===== src/rtl/seg_scan_arbiter.sv =====
// Eight-digit multiplexed 7-segment scanner that arbitrates between four display sources,
// blanks one guard frame on every grant change, and applies per-digit or urgent blinking.
module seg_scan_arbiter #(
    parameter int BLINK_PERIOD = 1000
) (
    input  logic         clk_1k,
    input  logic         clr_sw_n,
    input  logic [3:0]   src_req,
    input  logic [1:0]   urgent,
    input  logic [127:0] src_digits,
    input  logic [31:0]  src_blink,
    input  logic [31:0]  src_dp,
    output logic [7:0]   seg_data,
    output logic [7:0]   seg_sel,
    output logic [1:0]   grant,
    output logic         frame_start
);
    localparam int CNT_W = $clog2(BLINK_PERIOD);
    localparam logic [CNT_W-1:0] CNT_MAX = CNT_W'(BLINK_PERIOD - 1);
    localparam logic [CNT_W-1:0] HALF    = CNT_W'(BLINK_PERIOD / 2);
    localparam logic [CNT_W-1:0] EIGHTH  = CNT_W'(BLINK_PERIOD / 8);
    localparam logic [CNT_W-1:0] QUARTER = CNT_W'(2 * (BLINK_PERIOD / 8));

    logic [2:0]       idx_q;
    logic [CNT_W-1:0] cnt_q, cnt_d;
    logic [1:0]       grant_q, grant_d;
    logic [1:0]       disp_grant_q;
    logic             guard_q, guard_d;
    logic             urg_q, urg_d;
    logic [7:0]       sel_q;
    logic [7:0]       data_q, data_d;
    logic             fs_q;

    logic [3:0]       nib;
    logic             blink_bit;
    logic             dp_bit;
    logic             blank;

    // Source 0 is the implicit fallback, so its request bit carries no information.
    logic unused_req0;
    assign unused_req0 = src_req[0];

    function automatic logic [6:0] decode_seg(input logic [3:0] n);
        logic [6:0] s;
        case (n)
            4'h0:    s = 7'h3F;
            4'h1:    s = 7'h06;
            4'h2:    s = 7'h5B;
            4'h3:    s = 7'h4F;
            4'h4:    s = 7'h66;
            4'h5:    s = 7'h6D;
            4'h6:    s = 7'h7D;
            4'h7:    s = 7'h07;
            4'h8:    s = 7'h7F;
            4'h9:    s = 7'h6F;
            4'hA:    s = 7'h40;
            default: s = 7'h00;
        endcase
        return s;
    endfunction

    always_comb begin
        grant_d = grant_q;
        guard_d = guard_q;
        urg_d   = urg_q;
        cnt_d   = (cnt_q == CNT_MAX) ? '0 : cnt_q + 1'b1;

        if (idx_q == 3'd7) begin
            if (urgent[1])       grant_d = 2'd3;
            else if (urgent[0])  grant_d = 2'd1;
            else if (src_req[2]) grant_d = 2'd2;
            else if (src_req[3]) grant_d = 2'd3;
            else if (src_req[1]) grant_d = 2'd1;
            else                 grant_d = 2'd0;
            guard_d = (grant_d != grant_q);
            urg_d   = |urgent;
        end

        nib       = src_digits[{grant_q, idx_q, 2'b00} +: 4];
        blink_bit = src_blink[{grant_q, idx_q}];
        dp_bit    = src_dp[{grant_q, idx_q}];

        // Urgent flashing overrides the per-digit mask: off during odd eighths of the period.
        if (guard_q)    blank = 1'b1;
        else if (urg_q) blank = ((cnt_q % QUARTER) >= EIGHTH);
        else            blank = blink_bit && (cnt_q >= HALF);

        data_d = blank ? 8'h00 : {dp_bit, decode_seg(nib)};
    end

    always_ff @(posedge clk_1k or negedge clr_sw_n) begin
        if (!clr_sw_n) begin
            idx_q        <= '0;
            cnt_q        <= '0;
            grant_q      <= '0;
            disp_grant_q <= '0;
            guard_q      <= 1'b0;
            urg_q        <= 1'b0;
            sel_q        <= 8'hFF;
            data_q       <= 8'h00;
            fs_q         <= 1'b0;
        end else begin
            idx_q        <= idx_q + 3'd1;
            cnt_q        <= cnt_d;
            grant_q      <= grant_d;
            disp_grant_q <= grant_q;
            guard_q      <= guard_d;
            urg_q        <= urg_d;
            sel_q        <= ~(8'd1 << idx_q);
            data_q       <= data_d;
            fs_q         <= (idx_q == 3'd0);
        end
    end

    assign seg_sel     = sel_q;
    assign seg_data    = data_q;
    assign grant       = disp_grant_q;
    assign frame_start = fs_q;

endmodule


===== config.mk =====
export PLATFORM = sky130hd
export DESIGN_NAME = seg_scan_arbiter
export DESIGN_NICKNAME = d
export VERILOG_FILES = /design/src/rtl/seg_scan_arbiter.sv
export SDC_FILE = /design/constraint.sdc
export NUM_CORES = 1
export LEC_CHECK = 0
export ABC_AREA = 0
export CAP_MARGIN = 20
export CORE_MARGIN = 2
export CORE_UTILIZATION = 30
export CTS_CLUSTER_SIZE = 20
export DETAILED_ROUTE_END_ITERATION = 12
export MAX_ROUTING_LAYER = met4
export PLACE_DENSITY_LB_ADDON = 0.25
export SLEW_MARGIN = 0
export SYNTH_ARGS = -nofsm -noshare
export SYNTH_HDL_FRONTEND = slang
export SYNTH_SLANG_ARGS = --single-unit

===== constraint.sdc =====
create_clock -name clk_1k -period 4.55 [get_ports clk_1k]
set_input_delay 0.6825 -clock clk_1k [delete_from_list [all_inputs] [get_ports clk_1k]]
set_output_delay 0.6825 -clock clk_1k [all_outputs]
set_load 0.02 [all_outputs]

Yosys cells after proc, flatten, opt, wreduce, memory -nomap -nowiden. Memories as Yosys holds them, arrays and structs flattened. Index checks and enable logic that the tools add are counted.

Register bits: 36. Bits in read-only memories: 112. Input port bits: 200. Logic and storage cells: 39. Memories kept: 1.

Add/sub/neg operators: 2. Div/mod/pow operators: 1. $lt $le $gt $ge: 3. Equal/unequal tests: 3. Shift-type cells: 2. Muxes and demuxes: 14. Bitwise logic cells: 1. Reduce and logical (&&, ||, !) cells: 3.

Memories: (name not given) (words 16, width 7, read ports 1, clocked after memory_dff 0, write ports 0, line 45) `case (n)`.

Operator list (number): $shiftx A128 B8 Y4 (1); $add A10 B1 Y10 const B (1); $bmux W1 S5 (2); $eq A10 B10 Y1 const B (1); $ge A10 B7 Y1 const B (1); $ge A10 B9 Y1 const B (1); $mod A10 B8 Y10 const B (1); $mux W10 (1); $mux W2 (5); $mux W8 (1); $not A8 Y8 (1); $shl A1 B3 Y8 const A (1); $lt A5 B6 Y1 const B (1); $mux W1 (5); $add A3 B1 Y3 const B (1); $eq A3 B3 Y1 const B (1); $logic_not A3 Y1 (1); $ne A2 B2 Y1 (1); $reduce_or A2 Y1 (1); $logic_and A1 B1 Y1 (1).

Longest topological paths before layout.
Word-level depth: 7. Depth in mapped cells: 12. Gate-level depth less buffers: 10.

Worst setup path after synthesis. OpenSTA, ideal clock, no wires.

Path kind: register to register. Start: reg idx_q[1]. End: reg data_q[3], in the netlist seg_data[3]. Setup time: 0.078 ns. Data arrival time: 3.124 ns. Data required time: 4.472 ns. Slack: 1.348 ns. Cell stages (with the launch flop): 12. Path buffers: 4. Cells stage by stage: dfrtp_1 clkbuf_1 buf_2 buf_2 buf_1 mux4_2 mux4_2 mux2i_1 ha_1 inv_1 or3_1 a21oi_1.

Longest elaborated chain between the ends: 6. Elaborated cells on any way between the ends: 8. Those cells by class: shift: 1; mux: 5; reduce/logical: 1; memory: 1.

Ends and longest elaborated chain: from (decl) (line 24) `logic [2:0] idx_q;`; from (signal assigned) (line 103) `idx_q <= idx_q + 3'd1;`; parallel branches: the longest is 5 deep, another holds $mem_v2 Z16 W7; $mux W8 (*) (line 88) `data_d = blank ? 8'h00 : {dp_bit, decode_seg(nib)};`; via data_d[3] (line 31) `logic [7:0] data_q, data_d;`; to (signal assigned) (line 110) `data_q <= data_d;`; to (decl) (line 31).

Mark *: on every way through the listed nets, which the timed path passes. The select of a mux whose other input is x is not followed. A chain may end at the register's enable or synchronous reset.

Worst setup path in the final report.
Start: reg idx_q[0]. End: reg data_q[3], in the netlist seg_data[3].

Same word-level chain as after synthesis.

==> results.cfg <==
[outcome]
status = completed

[die]
initial_core_util_pct = 30.5
dieWidth_um = 116
rows = 41
die_height_um = 116
coreArea_sq_mm = 0.0125
die_area_sq_mm = 0.0136
pin_count = 219

[synth]
synth.net_count = 599
synthesis.area_sq_mm = 0.00380
synth_cell_types = 61
ys_ff_latch = 36
yosysSeqAreaShare_pct = 24.0
synth_area_per_cell_sq_um = 9.91
synth.area.top_cells = mux4_2, dfrtp_1, mux2i_1, dfstp_2, ha_1
async_flop_share_pct = 100
synthCells = 383
synthFlopType = dfrtp_1
synth.largest_area_cell = mux4_2
synth-edff-count = 0
netlist.area_leader.share_pct = 21.4
yosys_warnings = 0

[clock_network]
cts_tree = yes
clock_latency_ns = 0.28
post-cts-setup-buffer-count = 0
h-tree-depth = 2
cts_hold_buf = 0
clkTransAtPathRegs_ns = 0.06
clock_path_buffers = 2
cts_root_buf = clkbuf_16
cts_sinks = 36
numCtsBuffers = 5
cts-resized-gates = 0

[sta]
report.final.slew_viol_count = 0
worst_clock_skew_ns = 0.00426
fmaxAchievable_mhz = 298
setup_violations = 0
max-slew-margin-rel_pct = 30.6
rsz0062_at_grt = no
hold_viol_final = 0
period_share_pct = 73.6
fin_crit_ns = 3.35
worst_pin_slew_ns = 1.04
tns_ns = 0

[detailed_routing]
drtIter0Drc = 135
finalWirelength_um = 13600
num_vias = 3951
drc_errors = 0
route.antenna.remaining_nets = 0
viasPerCell = 5.21
drt-pass1-iter-count = 4
wire_per_inst_um = 18.0

[critical_path]
arrival_ns = 3.55
crit_fanout = 20
r2r-start = idx_q[0]
reg2reg_depth = 10
worstSetupEndpointType = register
rr_endpoint = seg_data[3]
cpMaxStageDelayCell = dfrtp_2
startpoint_type = register
worstPathRequired_ns = 4.75
r2r_slack_ns = 1.20
max_stage_delay_ns = 0.73
path_class = reg -> reg
crit_chain = buf_4 > buf_4 > mux4_2 > nor2_1 > a21oi_1 > a22o_1 > a211oi_4 > o21ai_1 > a21o_1 > a21oi_1

[power_and_ir_drop]
p_switching_uw = 253
seqPwrFrac_pct = 33.8
power.internal_uw = 777
clockPowerShare_pct = 32.6
p_per_area_mw_per_mm2 = 165
sw_frac_of_total_pct = 24.5
combPwrFrac_pct = 33.6
leakage_nw = 2.60
peakVddDrop_mv = 0.139
finalPower_mw = 1.03

[placed_design]
gp_congestion = 0.893
dp_hpwl_um = 11600
place.port_buffers = 217
placed_area_sq_mm = 0.00609

[global_routing]
grt_util_met3_pct = 4.20
grt_use_total_pct = 20.8
antenna_found_initial = 1
grt-busiest-layer = met2
met2_usage_pct = 37.3
overflow = 0
grt_pass1_wl_um = 21100
grt_start_max_net_pins = 39
use_met1_pct = 23.2
first_global_vias = 4206

[min_path]
hold_class = reg -> reg
whs_path_depth = 1
hold_end = cnt_q[0]
min-delay-start = cnt_q[0]

[cells_and_area]
fin_area_sq_mm = 0.00625
nets = 800
syn_to_final_growth_pct = 64.5
layout-drive-gt1-share_pct = 12.6

[job]
drv_cap = 0
final cells by class:
| type | count | area [sq um] |
|---|---|---|
| Clock inverter | 3 | 23.8 |
| Antenna cell | 1 | 2.50 |
| Tap cell | 172 | 215 |
| Sequential cell | 36 | 913 |
| Multi-Input combinational cell | 301 | 2690 |
| Inverter | 18 | 67.6 |
| Timing Repair Buffer | 222 | 2210 |
| Clock buffer | 5 | 125 |
| Fill cell | 1151 | 6220 |
synthesized netlist by cell type (5+ instances only):
cell      instances
mux2i_1          40
nor2_1           37
mux4_2           36
dfrtp_1          28
nand2_1          25
a21oi_1          23
inv_1            17
buf_2            16
ha_1             16
nand3_1          10
o21ai_0          10
a22oi_1           9
clkbuf_1          9
nor3_1            9
dfstp_2           8
a22o_1            7
a211oi_1          6
xnor2_1           5
cells by family (layout without fill, tap and decap cells):
| family | Yosys count | in the layout | share of synthesized area (%) |
|---|---|---|---|
| AO/OA/AOI/OAI | 89 | 89 | 17.3 |
| XOR/XNOR | 8 | 8 | 1.85 |
| adder cells (fa/ha/maj) | 16 | 16 | 5.27 |
| buffers and inverters | 46 | 248 | 5.17 |
| flip-flops | 36 | 36 | 24.0 |
| multiplexers | 78 | 78 | 32.5 |
| other | 0 | 1 | 0 |
| AND/OR/NAND/NOR | 110 | 110 | 13.9 |
worst max path at each step:
stage	startpoint	endpoint	slack (ns)	cells past startpoint
final	idx_q[0]	seg_data[3]	1.20	10
after global routing	cnt_q[4]	seg_data[5]	0.88	10
after CTS	idx_q[0]	seg_data[3]	1.13	10
after detailed placement	idx_q[0]	seg_data[3]	1.16	10
after global placement	idx_q[0]	seg_data[0]	1.23	10
after floorplan	idx_q[1]	seg_data[3]	1.35	11
routing by layer:
metal  vias to the layer above  wire length [um]
li1                       1868                 -
met4                         0               279
met1                      1902              4990
met5                         -                 0
met2                       157              7570
met3                        24               817
flip-flops by register name, summed over array words and instances (netlist names):
| signal | flops |
|---|---|
| cnt_q | 10 |
| seg_data | 8 |
| guard_q | 1 |
| frame_start | 1 |
| grant | 2 |
| urg_q | 1 |
| grant_q | 2 |
| idx_q | 3 |
| seg_sel | 8 |
through the flow:
| step | instances | hold WS, ns | utilization, % | worst slack [ns] |
|---|---|---|---|---|
| after global routing | 758 | 0.567 | 50.1 | 0.883 |
| after CTS | 757 | 0.531 | 50.1 | 1.13 |
| after detailed placement | 749 | 0.520 | 48.9 | 1.16 |
| after floorplan | 383 | 0.349 | - | 1.35 |
| final | 758 | 0.525 | 50.1 | 1.20 |
| after global placement | 749 | 0.510 | 48.9 | 1.23 |
power by group through the flow:
stage               registers [mW]  clock network, mW  logic (mW)
global placement             0.353                  0       0.343
finish                       0.348              0.335       0.346
global route                 0.351              0.354       0.370
detailed placement           0.354                  0       0.349
floorplan                    0.359                  0       0.116
CTS                          0.348              0.343       0.350
layout by cell type, fill, tap and decap left out, types with 5 or more instances in the layout:
cell,count
nor2_1,37
a22oi_1,9
xnor2_1,5
dfstp_2,8
nand3_1,10
dfrtp_1,26
buf_4,5
o21ai_0,10
clkdlybuf4s50_1,217
nor3_1,9
a21oi_1,23
inv_1,17
clkbuf_16,5
ha_1,16
mux2i_1,40
a22o_1,7
nand2_1,25
mux4_2,36
a211oi_1,6
worst max-delay path, delay by kind of cell (launching register included):
| family | cells | cell delay, ns |
|---|---|---|
| multiplexers | 1 | 0.54 |
| AO/OA/AOI/OAI | 6 | 1.27 |
| AND/OR/NAND/NOR | 1 | 0.10 |
| flip-flops | 1 | 0.73 |
| buffers and inverters | 2 | 0.63 |
Power figures use the tool's default switching activity.
